### src/rtl/vga_draw_pkg.sv
// vga_draw_pkg: screen constants, pixel/coordinate types, the sprite-update
// FSM encoding and the single-axis move helper shared by the sprite drawer.
package vga_draw_pkg;

  localparam int PIXELS_HORIZ = 640;
  localparam int PIXELS_VERT  = 480;

  typedef logic [11:0] rgb_t;    // RGB444, red in [11:8]
  typedef logic [9:0]  coord_t;  // screen column / row

  localparam logic [0:0] ST_IDLE   = 1'b0;
  localparam logic [0:0] ST_UPDATE = 1'b1;

  // Moves one axis by step. The 11-bit sum exposes a borrow below 0 (bit 10
  // set) or a result past max_pos, which then wraps or saturates.
  // Opposing buttons cancel.
  function automatic coord_t move_axis(coord_t pos, logic dec, logic inc,
                                       logic [3:0] step, coord_t max_pos,
                                       logic wrap);
    logic [10:0] sum;
    logic [10:0] lim;
    lim = {1'b0, max_pos};
    sum = {1'b0, pos};
    if (dec && !inc) begin
      sum = {1'b0, pos} - {7'd0, step};
      if (sum[10]) sum = wrap ? lim : 11'd0;
    end else if (inc && !dec) begin
      sum = {1'b0, pos} + {7'd0, step};
      if (sum > lim) sum = wrap ? 11'd0 : lim;
    end
    return sum[9:0];
  endfunction

endpackage

### src/rtl/vga_button_debounce.sv
// vga_button_debounce: 2-flop synchroniser for one asynchronous button.
// With VGA_SPRITE_DEBOUNCE_EN defined, a debouncer follows the synchroniser:
// the output level flips only after the synchronised input has disagreed
// with it for DEBOUNCE_CYC consecutive cycles.
module vga_button_debounce #(
  parameter int DEBOUNCE_CYC = 250000
) (
  input  logic clk,
  input  logic rst,
  input  logic btn_in,
  output logic btn_out
);

  logic [1:0] sync_q, sync_d;

  // Shift the raw pin through two flops; sync_q[1] is safe to use
  always_comb sync_d = {sync_q[0], btn_in};

  // Synchroniser flops
  always_ff @(posedge clk) begin
    if (rst) sync_q <= '0;
    else     sync_q <= sync_d;
  end

`ifdef VGA_SPRITE_DEBOUNCE_EN
  localparam int CNT_W = $clog2(DEBOUNCE_CYC + 1);

  logic [CNT_W-1:0] cnt_q, cnt_d;
  logic             lvl_q, lvl_d;

  // Count consecutive disagreeing cycles; any agreement restarts the count
  always_comb begin
    cnt_d = '0;
    lvl_d = lvl_q;
    if (sync_q[1] != lvl_q) begin
      if (cnt_q == CNT_W'(DEBOUNCE_CYC - 1)) lvl_d = sync_q[1];
      else                                   cnt_d = cnt_q + 1'b1;
    end
  end

  // Debouncer state
  always_ff @(posedge clk) begin
    if (rst) begin
      cnt_q <= '0;
      lvl_q <= 1'b0;
    end else begin
      cnt_q <= cnt_d;
      lvl_q <= lvl_d;
    end
  end

  assign btn_out = lvl_q;
`else
  assign btn_out = sync_q[1];
`endif

endmodule

### src/rtl/vga_sprite_mover.sv
// vga_sprite_mover: overlays NUM_SPRITES solid rectangles on the background
// colour stream (1-cycle registered pixel path), moves each sprite once per
// frame from its latched buttons (wrap or clamp at the edges) and reports
// whether the previous frame contained a sprite overlap.
// Optional button debouncing: define VGA_SPRITE_DEBOUNCE_EN.
module vga_sprite_mover #(
  parameter int PIXELS_HORIZ = vga_draw_pkg::PIXELS_HORIZ,
  parameter int PIXELS_VERT  = vga_draw_pkg::PIXELS_VERT,
  parameter int NUM_SPRITES  = 2,
  parameter int SPR_W        = 30,
  parameter int SPR_H        = 60,
  parameter int STEP         = 1,
  parameter int WRAP_MODE    = 1,
  parameter int DEBOUNCE_CYC = 250000
) (
  input  logic                      Master_Clock_In,
  input  logic                      Reset_In,
  input  logic                      Disp_Ena_In,
  input  logic [9:0]                Val_Col_In,
  input  logic [9:0]                Val_Row_In,
  input  logic [NUM_SPRITES-1:0]    Up_In,
  input  logic [NUM_SPRITES-1:0]    Down_In,
  input  logic [NUM_SPRITES-1:0]    Left_In,
  input  logic [NUM_SPRITES-1:0]    Right_In,
  input  logic [12*NUM_SPRITES-1:0] Sprite_Colour_In,
  input  logic [11:0]               Bg_Colour_In,
  output logic [3:0]                Red,
  output logic [3:0]                Green,
  output logic [3:0]                Blue,
  output logic                      Frame_Tick_Out,
  output logic                      Collision_Out
);
  import vga_draw_pkg::rgb_t;
  import vga_draw_pkg::coord_t;
  import vga_draw_pkg::ST_IDLE;
  import vga_draw_pkg::ST_UPDATE;
  import vga_draw_pkg::move_axis;

  localparam coord_t XMAX  = coord_t'(PIXELS_HORIZ - SPR_W);
  localparam coord_t YMAX  = coord_t'(PIXELS_VERT - SPR_H);
  localparam coord_t Y_RST = coord_t'((PIXELS_VERT - SPR_H) / 2);
  localparam int     IDX_W = (NUM_SPRITES > 1) ? $clog2(NUM_SPRITES) : 1;

  // Synchronised (optionally debounced) buttons
  logic [NUM_SPRITES-1:0] up_s, dn_s, lf_s, rt_s;

  vga_button_debounce #(.DEBOUNCE_CYC(DEBOUNCE_CYC)) u_up [NUM_SPRITES-1:0] (
    .clk(Master_Clock_In), .rst(Reset_In), .btn_in(Up_In), .btn_out(up_s));
  vga_button_debounce #(.DEBOUNCE_CYC(DEBOUNCE_CYC)) u_dn [NUM_SPRITES-1:0] (
    .clk(Master_Clock_In), .rst(Reset_In), .btn_in(Down_In), .btn_out(dn_s));
  vga_button_debounce #(.DEBOUNCE_CYC(DEBOUNCE_CYC)) u_lf [NUM_SPRITES-1:0] (
    .clk(Master_Clock_In), .rst(Reset_In), .btn_in(Left_In), .btn_out(lf_s));
  vga_button_debounce #(.DEBOUNCE_CYC(DEBOUNCE_CYC)) u_rt [NUM_SPRITES-1:0] (
    .clk(Master_Clock_In), .rst(Reset_In), .btn_in(Right_In), .btn_out(rt_s));

  logic [0:0]                   state_q, state_d;
  logic [IDX_W-1:0]             idx_q, idx_d;
  coord_t [NUM_SPRITES-1:0]     x_q, x_d, y_q, y_d;
  logic [NUM_SPRITES-1:0]       up_l_q, up_l_d, dn_l_q, dn_l_d;
  logic [NUM_SPRITES-1:0]       lf_l_q, lf_l_d, rt_l_q, rt_l_d;
  logic                         tick_q, tick_d, coll_q, coll_d, ovl_q, ovl_d;
  rgb_t                         rgb_q, rgb_d;

  logic active, hit_any, multi, frame_go;
  rgb_t spr_rgb;

  // Pixel path: walk sprites high to low so the lowest index ends up winning
  always_comb begin
    active  = Disp_Ena_In && ({1'b0, Val_Col_In} < 11'(PIXELS_HORIZ)) &&
              ({1'b0, Val_Row_In} < 11'(PIXELS_VERT));
    hit_any = 1'b0;
    multi   = 1'b0;
    spr_rgb = '0;
    for (int i = NUM_SPRITES - 1; i >= 0; i--) begin
      if ({1'b0, Val_Col_In} >= {1'b0, x_q[i]} &&
          {1'b0, Val_Col_In} <  {1'b0, x_q[i]} + 11'(SPR_W) &&
          {1'b0, Val_Row_In} >= {1'b0, y_q[i]} &&
          {1'b0, Val_Row_In} <  {1'b0, y_q[i]} + 11'(SPR_H)) begin
        if (hit_any) multi = 1'b1;
        hit_any = 1'b1;
        spr_rgb = Sprite_Colour_In[12*i +: 12];
      end
    end
    if (!active)     rgb_d = '0;
    else if (hit_any) rgb_d = spr_rgb;
    else             rgb_d = Bg_Colour_In;
  end

  // Frame end only counts while idle; one seen mid-update is dropped
  assign frame_go = Disp_Ena_In && (state_q == ST_IDLE) &&
                    (Val_Col_In == 10'(PIXELS_HORIZ - 1)) &&
                    (Val_Row_In == 10'(PIXELS_VERT - 1));

  // Frame bookkeeping and the one-sprite-per-cycle position update
  always_comb begin
    state_d = state_q;
    idx_d   = idx_q;
    x_d     = x_q;
    y_d     = y_q;
    up_l_d  = up_l_q;
    dn_l_d  = dn_l_q;
    lf_l_d  = lf_l_q;
    rt_l_d  = rt_l_q;
    tick_d  = frame_go;
    coll_d  = coll_q;
    ovl_d   = ovl_q | (active & multi);
    if (frame_go) begin
      up_l_d  = up_s;
      dn_l_d  = dn_s;
      lf_l_d  = lf_s;
      rt_l_d  = rt_s;
      coll_d  = ovl_d;   // includes the frame's final pixel
      ovl_d   = 1'b0;
      state_d = ST_UPDATE;
      idx_d   = '0;
    end
    if (state_q == ST_UPDATE) begin
      x_d[idx_q] = move_axis(x_q[idx_q], lf_l_q[idx_q], rt_l_q[idx_q],
                             4'(STEP), XMAX, 1'(WRAP_MODE));
      y_d[idx_q] = move_axis(y_q[idx_q], up_l_q[idx_q], dn_l_q[idx_q],
                             4'(STEP), YMAX, 1'(WRAP_MODE));
      if (idx_q == IDX_W'(NUM_SPRITES - 1)) begin
        state_d = ST_IDLE;
        idx_d   = '0;
      end else begin
        idx_d = idx_q + 1'b1;
      end
    end
  end

  // State registers; reset also aborts an in-flight update
  always_ff @(posedge Master_Clock_In) begin
    if (Reset_In) begin
      state_q <= ST_IDLE;
      idx_q   <= '0;
      up_l_q  <= '0;
      dn_l_q  <= '0;
      lf_l_q  <= '0;
      rt_l_q  <= '0;
      tick_q  <= 1'b0;
      coll_q  <= 1'b0;
      ovl_q   <= 1'b0;
      rgb_q   <= '0;
      for (int i = 0; i < NUM_SPRITES; i++) begin
        x_q[i] <= coord_t'(i * 2 * SPR_W);
        y_q[i] <= Y_RST;
      end
    end else begin
      state_q <= state_d;
      idx_q   <= idx_d;
      up_l_q  <= up_l_d;
      dn_l_q  <= dn_l_d;
      lf_l_q  <= lf_l_d;
      rt_l_q  <= rt_l_d;
      tick_q  <= tick_d;
      coll_q  <= coll_d;
      ovl_q   <= ovl_d;
      rgb_q   <= rgb_d;
      x_q     <= x_d;
      y_q     <= y_d;
    end
  end

  assign Red            = rgb_q[11:8];
  assign Green          = rgb_q[7:4];
  assign Blue           = rgb_q[3:0];
  assign Frame_Tick_Out = tick_q;
  assign Collision_Out  = coll_q;

endmodule

### config.mk
export PLATFORM = sky130hd
export DESIGN_NAME = vga_sprite_mover
export DESIGN_NICKNAME = d
export VERILOG_FILES = /design/src/rtl/vga_draw_pkg.sv /design/src/rtl/vga_button_debounce.sv /design/src/rtl/vga_sprite_mover.sv
export SDC_FILE = /design/constraint.sdc
export NUM_CORES = 1
export LEC_CHECK = 0
export CAP_MARGIN = 15
export CORE_MARGIN = 2
export CORE_UTILIZATION = 45
export CTS_CLUSTER_SIZE = 28
export DETAILED_ROUTE_END_ITERATION = 10
export PLACE_DENSITY_LB_ADDON = 0.05
export SYNTH_ARGS = -nofsm -noshare
export SYNTH_HDL_FRONTEND = slang
export SYNTH_SLANG_ARGS = --single-unit
export TNS_END_PERCENT = 100
### constraint.sdc
create_clock -name Master_Clock_In -period 5.2 [get_ports Master_Clock_In]
set_input_delay 1.04 -clock Master_Clock_In [delete_from_list [all_inputs] [get_ports Master_Clock_In]]
set_output_delay 1.04 -clock Master_Clock_In [all_outputs]
set_load 0.02 [all_outputs]
## After elaboration in Yosys (flattened, before gate mapping)

Cells that the tools add are included.

| word-level totals | value |
|---|---|
| bits in registers | 81 |
| output and inout port bits | 14 |
| word-level logic and storage cells | 113 |

| operators by class | value |
|---|---|
| add/subtract/negate cells | 9 |
| $lt $le $gt $ge | 14 |
| equal/unequal tests | 2 |
| multiplexer cells | 39 |
| bitwise gates (word level) | 4 |
| reduce and logical (&&, ||, !) cells | 23 |

Operators by type and width:

| cell | count |
|---|---|
| 10-bit 2-to-1 mux | 15 |
| 10-bit by 11-bit less-than comparator with 1-bit output | 4 |
| 20-bit bitwise mux | 2 |
| 10-bit greater-or-equal comparator | 4 |
| 12-bit 2-to-1 mux | 3 |
| 10-bit by 1-bit adder with 11-bit output, second input constant | 2 |
| 10-bit by 5-bit adder with 11-bit output, second input constant | 2 |
| 10-bit by 6-bit adder with 11-bit output, second input constant | 2 |
| 10-bit by 1-bit subtractor with 11-bit output, second input constant | 2 |
| 1-bit 2-to-1 mux | 18 |
| 1-bit logical AND | 16 |
| 11-bit by 10-bit greater-than comparator with 1-bit output, second input constant | 1 |
| 11-bit by 9-bit greater-than comparator with 1-bit output, second input constant | 1 |
| 10-bit demux with 1-bit select | 1 |
| 10-bit equality test, second input constant | 1 |
| 10-bit by 9-bit equality test with 1-bit output, second input constant | 1 |
| 10-bit less-than comparator, second input constant | 1 |
| 10-bit by 9-bit less-than comparator with 1-bit output, second input constant | 1 |
| 1-bit zero test | 4 |
| 2-bit OR reduction | 2 |
| 1-bit by 2-bit less-than comparator with 1-bit output, second input constant | 1 |
| 1-bit inverter | 2 |
| 2-bit nonzero test | 1 |
| 1-bit adder, second input constant | 1 |
| other kinds (3) | 3 |

## Longest topological paths before layout

| depth | value |
|---|---|
| depth in word-level cells | 10 |
| gate-level depth with buffers | 16 |

## Cells and area by module

A second synthesis with hierarchy kept.

| second synthesis, totals | value |
|---|---|
| cells, all modules | 877 |
| area, all modules | 7068.0 um2 |

By module, submodules not included:

| module | instances | cells each | area each (um2) |
|---|---|---|---|
| vga_sprite_mover | 1 | 845 | 6647.6 |
| vga_button_debounce | 8 | 4 | 52.6 |

## Least setup slack after synthesis

No wires, ideal clock.

| path | value |
|---|---|
| path kind | register to register |
| from | register x_q[2] (netlist name) |
| to | register rgb_q[10] |
| library setup time | 0.086 ns |
| arrival | 3.046 ns |
| setup slack | 2.069 ns |
| stages on the path, launching flop included | 16 |
| buffers on the path | 2 |
| clock period less this slack | 3.131 ns |
| path through | dfxtp_1 > inv_1 > ha_1 > a21oi_1 > nand2_1 > xnor2_1 > ha_1 > or3_1 > a221oi_1 > o21ai_0 > a31oi_1 > o21ai_1 > or3_1 > clkbuf_1 > clkbuf_1 > a211oi_1 |

| between the ends | value |
|---|---|
| word-level cells in the longest chain between the ends | 7 |
| elaborated cells between the ends (all ways) | 9 |

Ends and longest elaborated chain:

| what | line | source |
|---|---|---|
| start: declaration | vga_sprite_mover.sv:58 | `coord_t [NUM_SPRITES-1:0] x_q, x_d, y_q, y_d;` |
| start signal: indexed assignment | vga_sprite_mover.sv:145 | `x_q[i] <= coord_t'(i * 2 * SPR_W);` |
| 10-bit by 5-bit adder with 11-bit output | vga_sprite_mover.sv:76 | `{1'b0, Val_Col_In} < {1'b0, x_q[i]} + 11'(SPR_W) &&` |
| 10-bit by 11-bit less-than comparator with 1-bit output | vga_sprite_mover.sv:76 |  |
| 1-bit logical AND (*) | vga_sprite_mover.sv:75 | `if ({1'b0, Val_Col_In} >= {1'b0, x_q[i]} &&` |
| 1-bit logical AND (*) | vga_sprite_mover.sv:76 |  |
| 1-bit logical AND (*) | vga_sprite_mover.sv:77 | `{1'b0, Val_Row_In} >= {1'b0, y_q[i]} &&` |
| 12-bit 2-to-1 mux / 1-bit 2-to-1 mux (equally long branches) | vga_sprite_mover.sv:75 |  |
| 12-bit 2-to-1 mux (*) | vga_sprite_mover.sv:85 | `else if (hit_any) rgb_d = spr_rgb;` |
| end signal: assignment | vga_sprite_mover.sv:158 | `rgb_q <= rgb_d;` |
| end: declaration | vga_sprite_mover.sv:62 | `rgb_t rgb_q, rgb_d;` |

Every way passes the cells marked *; elsewhere a longest branch is shown, timed or not.
A chain may end at the register's enable or synchronous reset.

## Worst setup path after layout

| path | value |
|---|---|
| from | register x_q[2] (netlist name) |
| to | register rgb_q[8] |

The elaborated chain is that of the path after synthesis.

==> impl_metrics.prom <==
# TYPE chip_impl_metric gauge
chip_impl_metric{name="yosys.area.top_type_share",unit=""} 0.233
chip_impl_metric{name="pint",unit="mW"} 1.09
chip_impl_metric{name="globalRouteOverflowTotal",unit=""} 0
chip_impl_metric{name="grt_first_pass_wirelength",unit="um"} 32700
chip_impl_metric{name="part_of_the_total_power_dissipated_in_sequential_elements",unit=""} 0.432
chip_impl_info{name="dominant_register_cell_in_the_synthesized_netlist",value="sky130_fd_sc_hd__dfxtp_1"} 1
chip_impl_metric{name="worst_case_vdd_ir_drop",unit="mV"} 0.189
chip_impl_metric{name="crit_required",unit="ns"} 5.39
chip_impl_metric{name="drt-total-wl",unit="um"} 20300
chip_impl_metric{name="timing_max_transition_violations_final",unit=""} 0
chip_impl_metric{name="floorplan.die_area",unit="um^2"} 16500
chip_impl_metric{name="pin_count",unit=""} 81
chip_impl_metric{name="timing.critical_path.fanout_max",unit=""} 24
chip_impl_metric{name="detailed_place_hpwl",unit="um"} 15600
chip_impl_metric{name="p_sw_frac",unit=""} 0.250
chip_impl_metric{name="synth_seq_cells",unit=""} 81
chip_impl_metric{name="synthArstFlopShare",unit=""} 0
chip_impl_metric{name="design.final.nets",unit=""} 1059
chip_impl_metric{name="initial_antenna_violation_count",unit=""} 0
chip_impl_metric{name="start_util",unit=""} 0.460
chip_impl_metric{name="synth_mux_area_frac",unit=""} 0.0631
chip_impl_metric{name="synth.cell_area",unit="um^2"} 6960
chip_impl_metric{name="grt_max_degree",unit=""} 55
chip_impl_metric{name="dr_total_vias",unit=""} 6663
chip_impl_metric{name="gp_congestion",unit=""} 0.938
chip_impl_metric{name="timing.clock.skew",unit="ns"} 0.0142
chip_impl_info{name="hp-start",value="u_dn[1].sync_q[1]"} 1
chip_impl_metric{name="cts.reportedPaths.clkPinSlew",unit="ns"} 0.07
chip_impl_info{name="outcome",value="complete, no violations"} 1
chip_impl_metric{name="die_height",unit="um"} 128
chip_impl_metric{name="detail_route.drc_violations",unit=""} 0
chip_impl_metric{name="netlist-cell-type-count",unit=""} 77
chip_impl_metric{name="cts_made_buffers",unit=""} 9
chip_impl_metric{name="synth.net_count",unit=""} 1010
chip_impl_metric{name="final_layout_size_suffix_gt1_frac",unit=""} 0.0580
chip_impl_metric{name="synth_warnings",unit=""} 0
chip_impl_metric{name="post-cts-setup-buffer-count",unit=""} 0
chip_impl_metric{name="vias_cell",unit=""} 6.05
chip_impl_info{name="worst_r2r_endpoint",value="rgb_q[8]"} 1
chip_impl_metric{name="drt_antenna_net_count",unit=""} 0
chip_impl_metric{name="post-route-min-period",unit="ns"} 3.75
chip_impl_metric{name="max_cap_viol_count",unit=""} 0
chip_impl_metric{name="worst_skew_pair.late_latency",unit="ns"} 0.35
chip_impl_metric{name="cts-htree-levels",unit=""} 3
chip_impl_info{name="mostFrequentLayoutCell",value="sky130_fd_sc_hd__ha_1"} 1
chip_impl_metric{name="timing.final.ws_setup",unit="ns"} 1.45
chip_impl_metric{name="drt_first_iter_violations",unit=""} 461
chip_impl_metric{name="synth-edff-count",unit=""} 0
chip_impl_info{name="timing.hold.worst.class",value="register to register"} 1
chip_impl_metric{name="place_worst_setup_slack",unit="ns"} 1.09
chip_impl_metric{name="grtUsageTotal",unit=""} 0.250
chip_impl_info{name="final_cell_mix",value="sky130_fd_sc_hd__ha_1 (83), sky130_fd_sc_hd__dfxtp_1 (80), sky130_fd_sc_hd__clkdlybuf4s50_1 (79)"} 1
chip_impl_metric{name="routed_wire_length_per_instance",unit="um"} 18.5
chip_impl_metric{name="cellPowerDensity",unit="nW/um^2"} 180
chip_impl_metric{name="final.period_utilization",unit=""} 0.722
chip_impl_metric{name="firstDrtPassIters",unit=""} 5
chip_impl_metric{name="synth.yosys.seq_area_share",unit=""} 0.233
chip_impl_metric{name="ctsResizeCount",unit=""} 0
chip_impl_metric{name="cts_num_sinks",unit=""} 81
chip_impl_metric{name="worst_case_clock_buffer_depth",unit=""} 2
chip_impl_metric{name="synthesis.instances",unit=""} 860
chip_impl_metric{name="netSwitchingPower",unit="mW"} 0.365
chip_impl_metric{name="n_antenna_cell",unit=""} 0
chip_impl_info{name="synth.top_cells.by_area",value="sky130_fd_sc_hd__dfxtp_1 (23%), sky130_fd_sc_hd__ha_1 (15%), sky130_fd_sc_hd__xnor2_1 (4.4%)"} 1
chip_impl_metric{name="slew_headroom",unit=""} 0.276
chip_impl_metric{name="comb_power_share",unit=""} 0.112
chip_impl_info{name="cts_root_buf",value="sky130_fd_sc_hd__clkbuf_16"} 1
chip_impl_metric{name="actual_slew_at_the_worst_max_slew_pin",unit="ns"} 1.09
chip_impl_info{name="r2r_start",value="x_q[2]"} 1
chip_impl_metric{name="share_of_synthesized_cell_area_in_full_adder_half_adder_and_majority_cells",unit=""} 0.149
chip_impl_info{name="synth_top_family_by_area",value="compound AO/OA/AOI/OAI gates"} 1
chip_impl_info{name="min_delay_worst_endpoint",value="dn_l_q[1]"} 1
chip_impl_metric{name="max_clock_freq",unit="MHz"} 266
chip_impl_metric{name="timing_hold_violations_final",unit=""} 0
chip_impl_info{name="cts_tree",value="built"} 1
chip_impl_metric{name="rows",unit=""} 45
chip_impl_info{name="critPathKind",value="register to register"} 1
chip_impl_metric{name="reg2regPathDepth",unit=""} 14
chip_impl_metric{name="floorplan.core_area",unit="um^2"} 15100
chip_impl_info{name="cp-end-kind",value="register"} 1
chip_impl_info{name="rsz0062_at_grt",value="no"} 1
chip_impl_metric{name="port_buffers",unit=""} 80
chip_impl_metric{name="power.static_leakage",unit="nW"} 3.02
chip_impl_metric{name="clockPowerShare",unit=""} 0.456
chip_impl_metric{name="whs_path_depth",unit=""} 2
chip_impl_info{name="worst_setup_path_start_kind",value="register"} 1
chip_impl_metric{name="area_grow_syn2layout",unit="%"} 16.3
chip_impl_metric{name="compound_gate_fraction_of_synth_area",unit=""} 0.248
chip_impl_metric{name="register_to_register_setup_slack",unit="ns"} 1.45
chip_impl_metric{name="setup_viol_count_final",unit=""} 0
chip_impl_metric{name="simple_gate_area_share_of_the_yosys_netlist",unit=""} 0.199
chip_impl_metric{name="avgSynthCellArea",unit="um^2"} 8.09
chip_impl_metric{name="xor_xnor_portion_of_the_synthesized_cell_area",unit=""} 0.0478
chip_impl_metric{name="chipWidth",unit="um"} 128
chip_impl_info{name="yosysTopAreaCell",value="sky130_fd_sc_hd__dfxtp_1"} 1
chip_impl_metric{name="post_cts_hold_buffer_count",unit=""} 0
chip_impl_metric{name="timing.critical_path.arrival",unit="ns"} 3.94
chip_impl_metric{name="first_global_vias",unit=""} 6347
chip_impl_metric{name="fin_tns_setup",unit="ns"} 0
routing by layer:
layer	up-vias	track usage	wire, um
met5	-	0	0
met4	0	0.0802	373
met3	30	0.0374	1130
met2	216	0.394	8860
met1	3151	0.352	9980
li1	3266	-	-
through the flow:
stage	instances	power, mW	hold slack [ns]	util	cell area (um^2)
after global placement	1086	0.803	0.420	0.515	7790
after CTS	1102	1.47	0.434	0.535	8100
after floorplan	860	0.720	0.414	-	6960
after global routing	1102	1.51	0.453	0.535	8100
after detailed placement	1086	0.807	0.424	0.515	7790
final	1102	1.46	0.433	0.535	8100
worst max-delay path, cell delays in order (launching register included):
cell and delay [ns]:
sky130_fd_sc_hd__dfxtp_1 0.53, sky130_fd_sc_hd__inv_1 0.15, sky130_fd_sc_hd__ha_1 0.24, sky130_fd_sc_hd__a21oi_1 0.26
sky130_fd_sc_hd__nand2_1 0.11, sky130_fd_sc_hd__xnor2_1 0.15, sky130_fd_sc_hd__ha_1 0.21, sky130_fd_sc_hd__or3_1 0.30
sky130_fd_sc_hd__a221oi_1 0.20, sky130_fd_sc_hd__o21ai_0 0.14, sky130_fd_sc_hd__a31oi_1 0.18, sky130_fd_sc_hd__o21ai_1 0.12
sky130_fd_sc_hd__or3_1 0.71, sky130_fd_sc_hd__nor2_1 0.22, sky130_fd_sc_hd__a211oi_1 0.07
flip-flops by register name (all words and copies together), names as in the netlist:
name            count
u_lf.sync_q         4
state_q             1
u_up.sync_q         4
x_q                20
u_dn.sync_q         4
rgb_q              12
lf_l_q              2
Frame_Tick_Out      1
idx_q               1
up_l_q              2
Collision_Out       1
ovl_q               1
u_rt.sync_q         4
rt_l_q              2
dn_l_q              2
y_q                20
how the worst max path moves through the flow:
stage | startpoint | to | slack, ns | depth (start not counted)
after CTS | Val_Row_In[9] | Collision_Out | 1.45 | 8
after global routing | Val_Row_In[9] | Collision_Out | 1.15 | 8
after floorplan | x_q[2] | rgb_q[10] | 2.07 | 15
after detailed placement | Val_Row_In[9] | Collision_Out | 1.09 | 8
after global placement | Val_Row_In[9] | Collision_Out | 1.16 | 8
final | x_q[2] | rgb_q[8] | 1.45 | 14
cell usage after synthesis, types with 5 or more instances:
library cell and count:
sky130_fd_sc_hd__ha_1 83, sky130_fd_sc_hd__nand3_1 24, sky130_fd_sc_hd__o21a_1 8, sky130_fd_sc_hd__o211ai_1 6
sky130_fd_sc_hd__dfxtp_1 81, sky130_fd_sc_hd__or3_1 8, sky130_fd_sc_hd__a211oi_1 34, sky130_fd_sc_hd__nand2_1 62
sky130_fd_sc_hd__o22ai_1 6, sky130_fd_sc_hd__nor4_1 5, sky130_fd_sc_hd__o21ai_1 9, sky130_fd_sc_hd__buf_6 5
sky130_fd_sc_hd__nand3b_1 5, sky130_fd_sc_hd__a21o_1 16, sky130_fd_sc_hd__a31oi_1 11, sky130_fd_sc_hd__nand4_1 16
sky130_fd_sc_hd__nand4b_1 7, sky130_fd_sc_hd__o21ai_0 45, sky130_fd_sc_hd__nand2b_1 10, sky130_fd_sc_hd__nor2_1 64
sky130_fd_sc_hd__clkbuf_1 32, sky130_fd_sc_hd__mux2_2 7, sky130_fd_sc_hd__nor3_1 26, sky130_fd_sc_hd__o2111ai_1 5
sky130_fd_sc_hd__xnor2_1 35, sky130_fd_sc_hd__nor2b_1 20, sky130_fd_sc_hd__buf_2 6, sky130_fd_sc_hd__o31ai_1 5
sky130_fd_sc_hd__inv_1 51, sky130_fd_sc_hd__a21oi_1 59, sky130_fd_sc_hd__mux2i_1 26
kinds of logic (layout without fill, tap and decap cells):
kind of cell             Yosys count  in the layout
multiplexers                      39             39
AO/OA/AOI/OAI                    252            252
flip-flops                        81             81
AND/OR/NAND/NOR                  270            270
buffers and inverters             97            151
adder cells (fa/ha/maj)           83             83
XOR/XNOR                          38             38
layout make-up:
class	instances	area, um^2
fill	1425	7050
multi-input combinational	682	4920
clock inverter	7	76.3
timing repair buffer	84	826
inverter	51	191
clock buffer	9	225
sequential	81	1620
tap	188	235
power groups by stage:
stage	logic, mW	clock network (mW)	registers [mW]
after floorplan	0.0734	0	0.647
after global placement	0.159	0	0.644
after detailed placement	0.163	0	0.644
after CTS	0.165	0.678	0.630
after global routing	0.181	0.698	0.630
final	0.163	0.664	0.630
Power figures use the tool's default switching activity.
